`src/rtl/phase_seq_gen.sv`:
```
`default_nettype none
// ============================================================================
//  Module      : phase_seq_gen
//  Description : Machine-cycle phase sequencer. Produces a one-hot train of
//                NUM_PHASES phase enables, either free-running (run_i) or as
//                a single cycle on request (step_i). One phase (WAIT_PHASE)
//                can be stretched by wait_i. Completed cycles are counted.
//  Revision    : 1.0 - initial release
// ============================================================================
module phase_seq_gen #(
  parameter int NUM_PHASES = 3,
  parameter int WAIT_PHASE = 0,
  parameter int CNT_W      = 32,
  localparam int IDX_W     = ($clog2(NUM_PHASES) > 1) ? $clog2(NUM_PHASES) : 1
) (
  input  logic                  clk,
  input  logic                  rst_n,
  input  logic                  run_i,
  input  logic                  step_i,
  input  logic                  wait_i,
  output logic [NUM_PHASES-1:0] phase_o,
  output logic [IDX_W-1:0]      phase_idx_o,
  output logic                  cycle_done_o,
  output logic                  busy_o,
  output logic [CNT_W-1:0]      cycle_cnt_o
);

  typedef enum logic [1:0] {
    S_IDLE = 2'd0,
    S_RUN  = 2'd1,
    S_STEP = 2'd2
  } state_t;

  localparam logic [IDX_W-1:0] c_WAIT_IDX = IDX_W'(WAIT_PHASE);
  localparam logic [IDX_W-1:0] c_LAST_IDX = IDX_W'(NUM_PHASES - 1);

  state_t                  r_state;
  logic [IDX_W-1:0]        r_idx;
  logic [CNT_W-1:0]        r_cnt;
  logic [NUM_PHASES-1:0]   r_phase;
  logic                    r_done;
  logic                    r_busy;

  state_t                  w_state_nxt;
  logic [IDX_W-1:0]        w_idx_nxt;
  logic [CNT_W-1:0]        w_cnt_nxt;
  logic [NUM_PHASES-1:0]   w_phase_nxt;
  logic                    w_done_nxt;
  logic                    w_busy_nxt;
  logic                    w_stall;

  // The stretchable phase freezes everything, including the end-of-cycle
  // transition when the stretchable phase is also the last one.
  assign w_stall = (r_idx == c_WAIT_IDX) && wait_i;

  // Next-state, next-index and counter logic; output images follow directly
  // from the next state so every output is a plain register.
  always_comb begin
    w_state_nxt = r_state;
    w_idx_nxt   = r_idx;
    w_cnt_nxt   = r_cnt;
    w_phase_nxt = '0;
    w_done_nxt  = 1'b0;
    w_busy_nxt  = 1'b0;

    case (r_state)
      S_IDLE: begin
        w_idx_nxt = '0;
        if (run_i) begin
          w_state_nxt = S_RUN;
        end else if (step_i) begin
          w_state_nxt = S_STEP;
        end
      end
      S_RUN, S_STEP: begin
        // step_i is deliberately not looked at here: no request is queued.
        if (!w_stall) begin
          if (r_idx == c_LAST_IDX) begin
            w_cnt_nxt   = r_cnt + CNT_W'(1);
            w_idx_nxt   = '0;
            w_state_nxt = run_i ? S_RUN : S_IDLE;
          end else begin
            w_idx_nxt = r_idx + IDX_W'(1);
          end
        end
      end
      default: begin
        w_state_nxt = S_IDLE;
        w_idx_nxt   = '0;
      end
    endcase

    w_busy_nxt = (w_state_nxt != S_IDLE);
    if (w_busy_nxt) begin
      w_phase_nxt[w_idx_nxt] = 1'b1;
      w_done_nxt             = (w_idx_nxt == c_LAST_IDX);
    end
  end

  // State and output registers; reset clears them without waiting for clk.
  always_ff @(posedge clk or negedge rst_n) begin
    if (!rst_n) begin
      r_state <= S_IDLE;
      r_idx   <= '0;
      r_cnt   <= '0;
      r_phase <= '0;
      r_done  <= 1'b0;
      r_busy  <= 1'b0;
    end else begin
      r_state <= w_state_nxt;
      r_idx   <= w_idx_nxt;
      r_cnt   <= w_cnt_nxt;
      r_phase <= w_phase_nxt;
      r_done  <= w_done_nxt;
      r_busy  <= w_busy_nxt;
    end
  end

  assign phase_o      = r_phase;
  assign phase_idx_o  = r_idx;
  assign cycle_done_o = r_done;
  assign busy_o       = r_busy;
  assign cycle_cnt_o  = r_cnt;

endmodule
`default_nettype wire

```
`config.mk`:
```
export PLATFORM = sky130hd
export DESIGN_NAME = phase_seq_gen
export DESIGN_NICKNAME = d
export VERILOG_FILES = /design/src/rtl/phase_seq_gen.sv
export SDC_FILE = /design/constraint.sdc
export NUM_CORES = 1
export LEC_CHECK = 0
export CORE_ASPECT_RATIO = 1.5
export CORE_MARGIN = 2
export CORE_UTILIZATION = 45
export DETAILED_ROUTE_END_ITERATION = 16
export GPL_TIMING_DRIVEN = 0
export PLACE_DENSITY_LB_ADDON = 0.15
export SYNTH_ARGS = -nofsm -noshare
export SYNTH_HDL_FRONTEND = slang
export SYNTH_SLANG_ARGS = --single-unit
```
`constraint.sdc`:
```
create_clock -name clk -period 2.03 [get_ports clk]
set_input_delay 0.406 -clock clk [delete_from_list [all_inputs] [get_ports clk]]
set_output_delay 0.406 -clock clk [all_outputs]
set_load 0.005 [all_outputs]
```
==> flow_metrics.env, run 1 <==
export IMPL_status="finished, final reports clean"
export IMPL_synth_main_ff_cell="dfrtp_1"
export IMPL_design_core_area_um2=4140
export IMPL_synth_avg_cell_area_um2=11.5
export IMPL_start_util_pct=46.1
export IMPL_dr_pass1_iters=4
export IMPL_globalRouteOverflowTotal=0
export IMPL_place_congestion=0.765
export IMPL_layout_min_cycle_time_ns=1.95
export IMPL_regArea_um2=1000
export IMPL_drv_cap=0
export IMPL_reg2reg_depth=7
export IMPL_synth_top_area_share_pct=52.5
export IMPL_grt_start_max_net_pins=41
export IMPL_synth_seq_cells=40
export IMPL_cts_tree="done"
export IMPL_cp_startpoint="r_state[0]"
export IMPL_max_freq_mhz=514
export IMPL_dp_hpwl_um=2890
export IMPL_viasPerCell=5.52
export IMPL_endpoint_kind="flop"
export IMPL_cts_buffers=5
export IMPL_synth_seq_area_share_pct=52.5
export IMPL_wl_met3_um=224
export IMPL_async_flop_share_pct=100
export IMPL_skew_ns=0.00693
export IMPL_cp_cell_sequence="inv_1, ha_4, and4b_2, nand4_4, buf_6, nor3_1, xor2_1"
export IMPL_holdBufCountCts=0
export IMPL_drc=0
export IMPL_drive_gt1_share_pct=12.8
export IMPL_yosysUniqueCellTypes=35
export IMPL_slowest_delay_ns=0.36
export IMPL_ctsRootBufferMaster="clkbuf_8"
export IMPL_cpMaxStageDelayCell="dfrtp_1"
export IMPL_drtIter0Drc=49
export IMPL_final_antenna_net_count=0
export IMPL_clk_latency_ns=0.29
export IMPL_setup_ws_ns=0.0843
export IMPL_vdd_drop_max_v=0.000690
export IMPL_diodes=0
export IMPL_die_h_um=83.7
export IMPL_multi_input_area_um2=897
export IMPL_wirelength_met1_um=1650
export IMPL_path_clk_slew_ns=0.07
export IMPL_grt_pass1_vias=1439
export IMPL_die_area_um2=4780
export IMPL_antenna_found_initial=0
export IMPL_syn_area_um2=1910
export IMPL_slew_viol_final=0
export IMPL_finalCritPeriodShare_pct=95.8
export IMPL_cp_data_arrival_time_ns=2.15
export IMPL_crit_end="cycle_cnt_o[16]"
export IMPL_post_synth_top_count_cell="dfrtp_1"
export IMPL_synth_area_leaders="dfrtp_1 52%, xnor2_1 8.7%, xor2_1 5.5%"
export IMPL_yosysTopAreaCell="dfrtp_1"
export IMPL_yosysWarnings=0
export IMPL_grt_pass1_wl_um=6910
export IMPL_ys_top_cells_by_count="40 x dfrtp_1, 19 x xnor2_1, 14 x nand2_1"
export IMPL_reg2reg_to="cycle_cnt_o[16]"
export IMPL_post_drt_wl_per_cell_um=15.1
export IMPL_fin_cells=265
export IMPL_setup_viol=0
export IMPL_synth_edff_count=0
export IMPL_r2r_start="r_state[0]"
export IMPL_critical_path_class="reg -> reg"
export IMPL_clkSinkCount=40
export IMPL_worstMarginPinSlew_ns=0.877
export IMPL_worstPathMaxFanout=10
export IMPL_min_path_type="in -> async"
export IMPL_htreeDepth=2
export IMPL_grt_usage_pct=18.5
export IMPL_total_power_mw=2.16
export IMPL_hold_viol=0
export IMPL_pin_count=44
export IMPL_die_x_um=57.2
export IMPL_slew_headroom_pct=41.6
export IMPL_powerDensity_nw_per_um2=842
export IMPL_area_delta_synth_final_pct=34.4
export IMPL_syn_inst=166
export IMPL_syn_nets=174
export IMPL_rsz0062_at_grt="true"
export IMPL_worst_setup_path_start_kind="flop"
export IMPL_crit_required_ns=2.23
export IMPL_fill_cells=357
export IMPL_routed_wl_met2_um=2080
export IMPL_rows=29
export IMPL_cts_buffer_depth=2
export IMPL_vias=1464
export IMPL_utilization_pct=62.0
export IMPL_port_buffers=43
export IMPL_top_layer_used="met4"
export IMPL_dp_slack_ns=-0.316
export IMPL_dp_cells=255
export IMPL_layout_nets=227
export IMPL_r2r_slack_ns=0.08
export IMPL_leakagePower_nw=1.19
export IMPL_routed_wirelength_um=4010
[critical path, delay by kind of cell (launching register included)]
family / cells / cell delay (ns)
buf+inv: 2 / 0.30
fa+ha+maj: 1 / 0.31
simple gates: 3 / 0.69
flops: 1 / 0.36
xor+xnor: 1 / 0.19
[through the flow]
stage / TNS [ns] / instance area [µm²] / hold WS, ns
after global placement: -15.86 / 2390 / 0.465
final: 0 / 2560 / 0.231
after CTS: 0 / 2520 / 0.269
after detailed placement: -3.12 / 2390 / 0.478
after floorplan: 0 / 1910 / 0.110
after global routing: -0.00166 / 2560 / 0.300
[sequential cells by signal (all words and copies together), names as in the netlist]
signal / cells
cycle_done_o: 1
r_state: 2
cycle_cnt_o: 32
phase_idx_o: 2
phase_o: 2
busy_o: 1
[metal layers]
| metal | up-vias | track usage (%) |
|---|---|---|
| met5 | - | 0 |
| met4 | 0 | 7.19 |
| met3 | 7 | 5.27 |
| met2 | 44 | 30.2 |
| met1 | 723 | 22.9 |
| li1 | 690 | - |
[cell families after synthesis]
family	Yosys count	synth area share, %
AND/OR/NAND/NOR	75	25.6
flip-flops	40	52.5
XOR/XNOR	31	14.2
buffers and inverters	11	3.02
AO/OA/AOI/OAI	4	1.57
adder cells (fa/ha/maj)	3	1.97
multiplexers	2	1.12
[worst min-delay path by stage]
| stage | from | to | slack, ns |
|---|---|---|---|
| 3_5_place_dp | cycle_cnt_o[31] | cycle_cnt_o[31] | 0.48 |
| 6_report | rst_n | cycle_cnt_o[6] | 0.23 |
| 2_1_floorplan | rst_n | busy_o | 0.11 |
| 5_1_grt | rst_n | cycle_cnt_o[12] | 0.30 |
| 4_1_cts | rst_n | cycle_cnt_o[6] | 0.27 |
| 3_3_place_gp | cycle_cnt_o[31] | cycle_cnt_o[31] | 0.47 |
[cell usage in the layout (no fill, tap or decap), types with 2 or more instances in the layout]
master and n:
clkdlybuf4s50_1 42, nor3_1 5, nand3_1 12, nor2_1 6
dfrtp_1 40, and2_1 3, nor4_4 4, and3_1 3
ha_1 2, clkbuf_8 7, xor2_1 12, xnor2_1 19
buf_6 2, nand2_1 14, nand4_1 7, buf_4 5
nor3b_1 3, nor4_1 2, inv_1 7, or2_2 2
and4_1 4
[report_power, final]
part / internal [mW] / switching [mW] / total, mW
logic: 0.346 / 0.278 / 0.624
clock network: 0.302 / 0.256 / 0.559
registers: 0.895 / 0.0825 / 0.977
[final cells by class]
class | instances | share of cell area (%)
sequential | 40 | 39.0
multi-input combinational | 115 | 35.0
timing repair buffer | 46 | 17.5
clock buffer | 7 | 3.76
tap | 46 | 2.24
buffer | 4 | 1.46
inverter | 7 | 1.02
[what timing repair did]
| action | CTS | global route |
|---|---|---|
| pin swaps | 1 | 2 |
| setup endpoints to repair | 20 | 22 |
| setup buffers | 1 | 2 |
| resized for setup | 6 | 4 |
Power figures use the tool's default switching activity.
==> run 2: changes to the inputs <==
--- a/config.mk
+++ b/config.mk
@@ -9,7 +9,7 @@
 export CORE_MARGIN = 2
 export CORE_UTILIZATION = 45
 export DETAILED_ROUTE_END_ITERATION = 16
-export GPL_TIMING_DRIVEN = 0
+export GPL_ROUTABILITY_DRIVEN = 1
 export PLACE_DENSITY_LB_ADDON = 0.15
 export SYNTH_ARGS = -nofsm -noshare
 export SYNTH_HDL_FRONTEND = slang
==> constraint.sdc (replaced) <==
create_clock -name clk -period 2.1 [get_ports clk]
set_input_delay 0.42 -clock clk [delete_from_list [all_inputs] [get_ports clk]]
set_output_delay 0.42 -clock clk [all_outputs]
set_load 0.005 [all_outputs]
==> flow_metrics.env, run 2 (synthesis gave the netlist of run 1 again) <==
export IMPL_status="finished, final reports clean"
export IMPL_leakagePower_nw=1.16
export IMPL_path_clk_slew_ns=0.07
export IMPL_final_antenna_net_count=0
export IMPL_skew_ns=0.00333
export IMPL_post_drt_wl_per_cell_um=15.2
export IMPL_slew_viol_final=0
export IMPL_fill_cells=366
export IMPL_final_common_cell="clkdlybuf4s50_1"
export IMPL_finalCritPeriodShare_pct=92.4
export IMPL_globalRouteOverflowTotal=0
export IMPL_critical_path_class="reg -> reg"
export IMPL_layout_nets=228
export IMPL_setup_viol=0
export IMPL_setup_ws_ns=0.159
export IMPL_holdBufCountCts=0
export IMPL_p_clk_share_pct=25.9
export IMPL_min_path_type="in -> async"
export IMPL_start_util_pct=46.1
export IMPL_viasPerCell=5.35
export IMPL_rows=29
export IMPL_port_buffers=43
export IMPL_wl_met3_um=202
export IMPL_cts_tree="done"
export IMPL_slew_headroom_pct=68.3
export IMPL_drc=0
export IMPL_dp_slack_ns=0.141
export IMPL_hold_viol=0
export IMPL_setup_tns_ns=0
export IMPL_grt_pass1_vias=1465
export IMPL_ctsRootBufferMaster="clkbuf_8"
export IMPL_cp_data_arrival_time_ns=2.16
export IMPL_drv_cap=0
export IMPL_vias=1429
export IMPL_powerDensity_nw_per_um2=801
export IMPL_wirelength_met1_um=1660
export IMPL_p_seq_share_pct=47.0
export IMPL_sw_frac_of_total_pct=29.0
export IMPL_grt_start_max_net_pins=22
export IMPL_pin_count=44
export IMPL_area_delta_synth_final_pct=32.5
export IMPL_antenna_found_initial=0
export IMPL_fin_hold_ws_ns=0.0748
export IMPL_endpoint_kind="flop"
export IMPL_layout_min_cycle_time_ns=1.94
export IMPL_place_congestion=0.772
export IMPL_reg2reg_depth=6
export IMPL_diodes=0
export IMPL_cts_buffers=5
export IMPL_design_core_area_um2=4140
export IMPL_max_freq_mhz=515
export IMPL_die_area_um2=4780
export IMPL_vdd_drop_max_v=0.000778
export IMPL_regArea_um2=1000
export IMPL_multi_input_area_um2=861
export IMPL_routed_wirelength_um=4070
export IMPL_clk_latency_ns=0.29
export IMPL_p_int_mw=1.44
export IMPL_die_x_um=57.2
export IMPL_top_layer_used="met4"
export IMPL_drtIter0Drc=42
export IMPL_dp_hpwl_um=2950
export IMPL_routed_wl_met2_um=2140
export IMPL_cts_buffer_depth=2
export IMPL_crit_required_ns=2.32
export IMPL_clkSinkCount=40
export IMPL_worstPathMaxFanout=6
export IMPL_final_cell_mix="42 x clkdlybuf4s50_1, 40 x dfrtp_1, 19 x xnor2_1"
export IMPL_drive_gt1_share_pct=10.4
export IMPL_worst_setup_path_start_kind="flop"
export IMPL_grt_usage_pct=18.6
export IMPL_worstMarginPinSlew_ns=0.475
export IMPL_die_h_um=83.7
export IMPL_power_frac_comb_pct=27.1
export IMPL_dr_pass1_iters=4
export IMPL_htreeDepth=2
export IMPL_grt_pass1_wl_um=6830
export IMPL_p_sw_mw=0.587
export IMPL_largest_reg_flops=32
[run 2: metal layers]
layer,track usage [%],vias to the layer above
met1,22.6,699
met3,5.58,6
met5,0,-
li1,-,690
met4,7.19,0
met2,30.6,34
[run 2: final cells by class]
type                    instances  share of cell area, %
flip-flops and latches         40                   39.6
multi-input cells             116                   34.1
repair buffers                 50                   19.4
clock buffers                   8                   3.57
well taps                      46                   2.28
inverters                       7                   1.04
[run 2: metrics by stage]
step	total power, mW	instances	cell area, µm²	utilization (%)
global route	2.16	267	2530	61.1
CTS	2.04	264	2500	60.4
floorplan	1.20	166	1910	-
global placement	1.48	256	2410	58.2
finish	2.02	267	2530	61.1
detailed placement	1.51	256	2410	58.2
[run 2: worst paths after layout]
check / startpoint / end / slack, ns
worst max-delay path: r_state[1] / cycle_cnt_o[30] / 0.16
worst min-delay path: rst_n / cycle_cnt_o[17] / 0.07
worst max register to register: r_state[1] / cycle_cnt_o[30] / 0.16
worst min register to register: cycle_cnt_o[31] / cycle_cnt_o[31] / 0.48
max in group asynchronous: rst_n / phase_idx_o[1] / 1.56
min in group clk: cycle_cnt_o[31] / cycle_cnt_o[31] / 0.48
[run 2: power groups by stage]
stage / clock (mW) / combinational (mW) / sequential, mW
finish: 0.524 / 0.548 / 0.952
detailed placement: 0 / 0.545 / 0.962
global placement: 0 / 0.523 / 0.955
CTS: 0.539 / 0.550 / 0.947
global route: 0.577 / 0.610 / 0.967
floorplan: 0 / 0.247 / 0.955
[run 2: timing repair]
item / in CTS / in global routing
endpoints found under the setup margin: 0 / 3
resized for setup: 0 / 0
setup buffers: 0 / 2
[run 2: worst max-delay path: stages (launching register included)]
cell and delay (ns):
dfrtp_1 0.40, inv_1 0.06, ha_1 0.31, and4b_1 0.35, nand4_4 0.23, nor4b_4 0.35, xor2_1 0.17
==> run 3: changes to the inputs <==
--- a/config.mk
+++ b/config.mk
@@ -5,6 +5,7 @@
 export SDC_FILE = /design/constraint.sdc
 export NUM_CORES = 1
 export LEC_CHECK = 0
+export CAP_MARGIN = 20
 export CORE_ASPECT_RATIO = 1.5
 export CORE_MARGIN = 2
 export CORE_UTILIZATION = 45
==> results of run 3 <==
The final DEF is identical to that of run 2; final timing and power are the same.
